===== src/rtl/avr_lsu.sv =====
// Data-space load/store unit: effective-address generation, REG/IO/SRAM decode,
// one-cycle bus strobe, load writeback and pointer writeback for LD/ST via X/Y/Z.
module avr_lsu #(
   parameter logic [15:0]  IO_BASE = 16'h0020,
   parameter int unsigned  IO_SIZE = 64,
   parameter logic [15:0]  REG_TOP = 16'h001F
) (
   input  logic        CLK,
   input  logic        RST,
   input  logic        req_valid,
   input  logic        req_we,
   input  logic [1:0]  req_mode,
   input  logic [15:0] req_ptr,
   input  logic [5:0]  req_disp,
   input  logic [7:0]  req_wdata,
   input  logic [4:0]  req_rd,
   output logic        busy,
   output logic [15:0] d_addr,
   output logic        d_re,
   output logic        d_we,
   output logic [7:0]  d_wdata,
   input  logic [7:0]  d_rdata,
   output logic        io_sel,
   output logic [5:0]  io_addr,
   input  logic [7:0]  io_rdata,
   output logic        rd_we,
   output logic [4:0]  rd_addr,
   output logic [7:0]  rd_data,
   output logic        ptr_we,
   output logic [15:0] ptr_new,
   output logic        addr_fault
);

   localparam int unsigned AW = 16;
   localparam int unsigned DW = 8;

   localparam logic [1:0] MODE_PLAIN = 2'b00;
   localparam logic [1:0] MODE_POST  = 2'b01;
   localparam logic [1:0] MODE_PRE   = 2'b10;

   typedef enum logic [1:0] {S_IDLE, S_ACCESS, S_RESP} state_t;
   typedef enum logic [1:0] {R_SRAM, R_IO, R_REG} region_t;

   state_t        state_q, state_d;
   region_t       region_q, region_d;
   logic          we_q, we_d;
   logic [4:0]    rd_q, rd_d;
   logic [AW-1:0] d_addr_q, d_addr_d;
   logic [5:0]    io_addr_q, io_addr_d;
   logic [DW-1:0] d_wdata_q, d_wdata_d;
   logic          d_re_q, d_re_d;
   logic          d_we_q, d_we_d;
   logic          io_sel_q, io_sel_d;
   logic          ptr_we_q, ptr_we_d;
   logic [AW-1:0] ptr_new_q, ptr_new_d;
   logic          fault_q, fault_d;
   logic          rd_we_q, rd_we_d;
   logic [4:0]    rd_addr_q, rd_addr_d;
   logic [DW-1:0] rd_data_q, rd_data_d;

   logic [AW-1:0] ptr_inc, ptr_dec, ea;
   logic [AW:0]   io_end;
   logic          ea_is_io;
   region_t       ea_region;
   logic [DW-1:0] rd_live;

   // Effective address and region of the request presented on the inputs
   always_comb begin
      ptr_inc = req_ptr + 16'd1;
      ptr_dec = req_ptr - 16'd1;
      unique case (req_mode)
         MODE_PLAIN: ea = req_ptr;
         MODE_POST:  ea = req_ptr;
         MODE_PRE:   ea = ptr_dec;
         default:    ea = req_ptr + {10'd0, req_disp};
      endcase
      io_end   = {1'b0, IO_BASE} + 17'(IO_SIZE);
      ea_is_io = ({1'b0, ea} >= {1'b0, IO_BASE}) && ({1'b0, ea} < io_end);
      if (ea <= REG_TOP)  ea_region = R_REG;
      else if (ea_is_io)  ea_region = R_IO;
      else                ea_region = R_SRAM;
   end

   // Load data is only valid in the RESP cycle, so it is passed through there
   always_comb begin
      unique case (region_q)
         R_IO:    rd_live = io_rdata;
         R_SRAM:  rd_live = d_rdata;
         default: rd_live = 8'h00;
      endcase
   end

   always_comb begin
      state_d    = state_q;
      region_d   = region_q;
      we_d       = we_q;
      rd_d       = rd_q;
      d_addr_d   = d_addr_q;
      io_addr_d  = io_addr_q;
      d_wdata_d  = d_wdata_q;
      ptr_new_d  = ptr_new_q;
      rd_addr_d  = rd_addr_q;
      rd_data_d  = rd_data_q;
      d_re_d     = 1'b0;
      d_we_d     = 1'b0;
      io_sel_d   = 1'b0;
      ptr_we_d   = 1'b0;
      fault_d    = 1'b0;
      rd_we_d    = 1'b0;
      unique case (state_q)
         S_IDLE: begin
            if (req_valid) begin
               state_d   = S_ACCESS;
               region_d  = ea_region;
               we_d      = req_we;
               rd_d      = req_rd;
               d_addr_d  = ea;
               io_addr_d = 6'(ea - IO_BASE);
               d_wdata_d = req_wdata;
               d_re_d    = !req_we && (ea_region != R_REG);
               d_we_d    = req_we && (ea_region != R_REG);
               io_sel_d  = (ea_region == R_IO);
               fault_d   = (ea_region == R_REG);
               if (req_mode == MODE_POST) begin
                  ptr_we_d  = 1'b1;
                  ptr_new_d = ptr_inc;
               end else if (req_mode == MODE_PRE) begin
                  ptr_we_d  = 1'b1;
                  ptr_new_d = ptr_dec;
               end
            end
         end
         S_ACCESS: begin
            if (we_q) begin
               state_d = S_IDLE;
            end else begin
               state_d   = S_RESP;
               rd_we_d   = 1'b1;
               rd_addr_d = rd_q;
            end
         end
         S_RESP: begin
            state_d   = S_IDLE;
            rd_data_d = rd_live;
         end
         default: state_d = S_IDLE;
      endcase
   end

   always_ff @(posedge CLK) begin
      if (RST) begin
         state_q   <= S_IDLE;
         region_q  <= R_SRAM;
         we_q      <= 1'b0;
         rd_q      <= '0;
         d_addr_q  <= '0;
         io_addr_q <= '0;
         d_wdata_q <= '0;
         d_re_q    <= 1'b0;
         d_we_q    <= 1'b0;
         io_sel_q  <= 1'b0;
         ptr_we_q  <= 1'b0;
         ptr_new_q <= '0;
         fault_q   <= 1'b0;
         rd_we_q   <= 1'b0;
         rd_addr_q <= '0;
         rd_data_q <= '0;
      end else begin
         state_q   <= state_d;
         region_q  <= region_d;
         we_q      <= we_d;
         rd_q      <= rd_d;
         d_addr_q  <= d_addr_d;
         io_addr_q <= io_addr_d;
         d_wdata_q <= d_wdata_d;
         d_re_q    <= d_re_d;
         d_we_q    <= d_we_d;
         io_sel_q  <= io_sel_d;
         ptr_we_q  <= ptr_we_d;
         ptr_new_q <= ptr_new_d;
         fault_q   <= fault_d;
         rd_we_q   <= rd_we_d;
         rd_addr_q <= rd_addr_d;
         rd_data_q <= rd_data_d;
      end
   end

   assign busy       = (state_q != S_IDLE);
   assign d_addr     = d_addr_q;
   assign io_addr    = io_addr_q;
   assign d_wdata    = d_wdata_q;
   assign d_re       = d_re_q;
   assign d_we       = d_we_q;
   assign io_sel     = io_sel_q;
   assign ptr_we     = ptr_we_q;
   assign ptr_new    = ptr_new_q;
   assign addr_fault = fault_q;
   assign rd_we      = rd_we_q;
   assign rd_addr    = rd_addr_q;
   assign rd_data    = (state_q == S_RESP) ? rd_live : rd_data_q;

endmodule


===== config.mk =====
export PLATFORM = sky130hd
export DESIGN_NAME = avr_lsu
export DESIGN_NICKNAME = d
export VERILOG_FILES = /design/src/rtl/avr_lsu.sv
export SDC_FILE = /design/constraint.sdc
export NUM_CORES = 1
export LEC_CHECK = 0
export ABC_AREA = 1
export BUFFER_PORTS_ARGS = -buffer_cell sky130_fd_sc_hd__buf_2
export CAP_MARGIN = 10
export CORE_UTILIZATION = 45
export CTS_CLUSTER_SIZE = 25
export DETAILED_ROUTE_END_ITERATION = 16
export PLACE_DENSITY_LB_ADDON = 0.15
export SYNTH_ARGS = -nofsm -noshare
export SYNTH_HDL_FRONTEND = slang
export SYNTH_SLANG_ARGS = --single-unit

===== constraint.sdc =====
create_clock -name CLK -period 3.5 [get_ports CLK]
set_input_delay 0.7 -clock CLK [delete_from_list [all_inputs] [get_ports CLK]]
set_output_delay 0.7 -clock CLK [all_outputs]
set_load 0.02 [all_outputs]

==> impl_metrics.env <==
export IMPL_synth_area_leader_cell="dfxtp_1"
export IMPL_status="finished clean"
export IMPL_slew_viol_final=0
export IMPL_rows=35
export IMPL_worst_pin_slew_ns=0.7591
export IMPL_power_density_nw_per_um2=392.5
export IMPL_min_period_over_period_pct=71.82
export IMPL_yosysUniqueCellTypes=38
export IMPL_clock_latency_ns=0.34
export IMPL_yosysMostFrequentCell="nand2_1"
export IMPL_wl_per_cell_um=14.84
export IMPL_maxCapViolations=0
export IMPL_antenna_left=0
export IMPL_yosysWarnings=0
export IMPL_yosysSeqAreaShare_pct=32.38
export IMPL_die_w_um=100.1
export IMPL_hold_violations=0
export IMPL_synthToLayoutAreaGrowth_pct=18.99
export IMPL_cts_tree="yes"
export IMPL_rsz0062_at_grt="false"
export IMPL_vdd_ir_drop_worst_mv=0.2316
export IMPL_async_flop_share_pct=0
export IMPL_critPathMaxFanout=10
export IMPL_crit_path_end_kind="output port"
export IMPL_cp_required_ns=2.80
export IMPL_preCtsSetupSlack_ns=0.6715
export IMPL_fill_cells=966
export IMPL_grt_pass1_vias=4195
export IMPL_finalSetupViolCount=0
export IMPL_critical_path_class="reg2out"
export IMPL_synthesis_nets=708
export IMPL_synth_edff_count=0
export IMPL_vias=4588
export IMPL_grt_max_degree=26
export IMPL_min_path_type="reg2reg"
export IMPL_drt_wl_total_um=13030
export IMPL_syn_avg_cell_area_um2=6.784
export IMPL_drc=0
export IMPL_max_slew_margin_pct=49.39
export IMPL_synthTopCellsByCount="nand2_1 (163), dfxtp_1 (70), inv_1 (69), nand3_1 (66), nor2_1 (45)"
export IMPL_hpwl_um=10210
export IMPL_cp_cell_sequence="inv_1, nor2_1, inv_1, nand2_1, nand2_1, buf_2"
export IMPL_power_w=0.002021
export IMPL_cts_buffers=9
export IMPL_crit_buf_inv=3
export IMPL_clkTransAtPathRegs_ns=0.07
export IMPL_drive_above_1_share_pct=23.80
export IMPL_max_freq_ghz=0.3978
export IMPL_skew_ns=0.006007
export IMPL_hold_buffers=0
export IMPL_overflow=0
export IMPL_die_height_um=100.1
export IMPL_ctsResizeCount=0
export IMPL_leakage_nw=2.634
export IMPL_syn_area_um2=4328
export IMPL_first_iter_violations=276
export IMPL_synthCells=638
export IMPL_yosys_top_cells_area="dfxtp_1 (32%), nand2_1 (14%), nand3_1 (7.6%)"
export IMPL_fin_nets=813
export IMPL_start_util_pct=46.62
export IMPL_grt_pass1_wl_um=20870
export IMPL_htree_levels=3
export IMPL_crit_path_start_kind="register"
export IMPL_final_setup_tns_ns=0
export IMPL_viasPerCell=5.226
export IMPL_grt_usage_pct=26.89
export IMPL_io_pin_count=123
export IMPL_antenna_found_initial=0
export IMPL_io_buffers=122
export IMPL_core_area_um2=9284
export IMPL_cpLargestDelayFamily="simple AND/OR/NAND/NOR gates"
export IMPL_hold_slack_ns=0.4465
export IMPL_first_pass_iters=5
export IMPL_cts_sinks=70
export IMPL_final_core_util_pct=55.47
export IMPL_crit_path_max_incr_delay_ns=0.47
export IMPL_post_cts_buffers=0
export IMPL_die_area_um2=10010
export IMPL_yosys_register_bits=70
export IMPL_period_needed_ns=2.514
export IMPL_slowest_stage="nor2_1"
export IMPL_gp_congestion=0.9796
export IMPL_synth_top_area_share_pct=32.38
export IMPL_critical_path_arrival_ns=1.81
export IMPL_cts_buffer_depth=2
export IMPL_synth_flop_cell="dfxtp_1"
export IMPL_finalWorstSetupSlack_ns=0.9864
export IMPL_cts_root_buf="clkbuf_8"
-- report_power, final --
part           switching, W  internal [W]
clock network      0.000302      0.000349
registers         0.0000239      0.000847
logic              0.000336      0.000164
-- cell usage in the layout, fill, tap and decap left out, types with 2 or more instances in the layout --
cell type     n
a22o_1       23
a31oi_1       2
dfxtp_1      70
nand3_2       3
nand4_1       2
ha_1         12
nand2_2       7
o21ai_1       3
inv_1        69
nor2_1       44
nor2_2       12
buf_4         4
nor2_4        6
o21ai_0      39
o211ai_1     12
nand2_1     163
xor2_1       14
clkbuf_8     10
buf_2       122
nand3_1      66
inv_2         3
clkinvlp_4    2
a21oi_1      42
-- worst register-to-register path, stage by stage (launching register included) --
cell and delay (ns):
dfxtp_1 0.32, nor2_1 0.14, nand2_1 0.14, inv_1 0.12
nand2_1 0.25, inv_1 0.62, o311ai_0 0.35, o211ai_1 0.16
inv_1 0.06
-- cell families after synthesis --
| kind of cell | synth area share (%) |
|---|---|
| and+or+nand+nor | 31.95 |
| AOI/OAI and AO/OA | 17.72 |
| buffers and inverters | 10.61 |
| DFF | 32.38 |
| xor gates and xnor gates | 3.412 |
| adders and majority gates | 3.932 |
-- stage by stage --
| step | instance area [µm²] | cells |
|---|---|---|
| 2_1_floorplan | 4328 | 638 |
| 3_3_place_gp | 4947 | 861 |
| 3_5_place_dp | 4947 | 861 |
| 4_1_cts | 5147 | 877 |
| 5_1_grt | 5147 | 877 |
| 6_report | 5150 | 878 |
-- area by class of cell --
| class | instances | area, µm² | share of cell area [%] |
|---|---|---|---|
| Sequential cell | 70 | 1401 | 27.21 |
| Tap cell | 129 | 161.4 | 3.134 |
| Timing Repair Buffer | 126 | 640.6 | 12.44 |
| Multi-Input combinational cell | 463 | 2470 | 47.96 |
| Antenna cell | 1 | 2.502 | 0.04859 |
| Clock buffer | 11 | 141.4 | 2.745 |
| Inverter | 73 | 274.0 | 5.321 |
| Clock inverter | 5 | 58.81 | 1.142 |
-- path summary, 6_finish.rpt --
| path | startpoint | endpoint | slack (ns) | depth (start not counted) |
|---|---|---|---|---|
| setup / recovery | state_q[1] | rd_data[4] | 0.99 | 6 |
| hold / removal | rd_addr[1] | rd_addr[1] | 0.45 | 2 |
| setup reg to reg | state_q[0] | ptr_new[5] | 1.22 | 8 |
| hold reg to reg | rd_addr[1] | rd_addr[1] | 0.45 | 2 |
-- per-layer routing --
layer  track usage [%]  share of wire [%]  up-vias
li1                  -                  -     2290
met4             9.253                2.3        0
met3             6.058                8.2       25
met1             36.59                 46     2075
met2             41.96                 44      198
met5                 0                  0        -
-- sequential cells by signal (all words and copies together) (netlist names), 2 cells and up --
signal,cells
ptr_new,16
rd_q,5
rd_data_q,8
rd_addr,5
state_q,2
d_addr,16
region_q,2
d_wdata,8
Power figures use the tool's default switching activity.
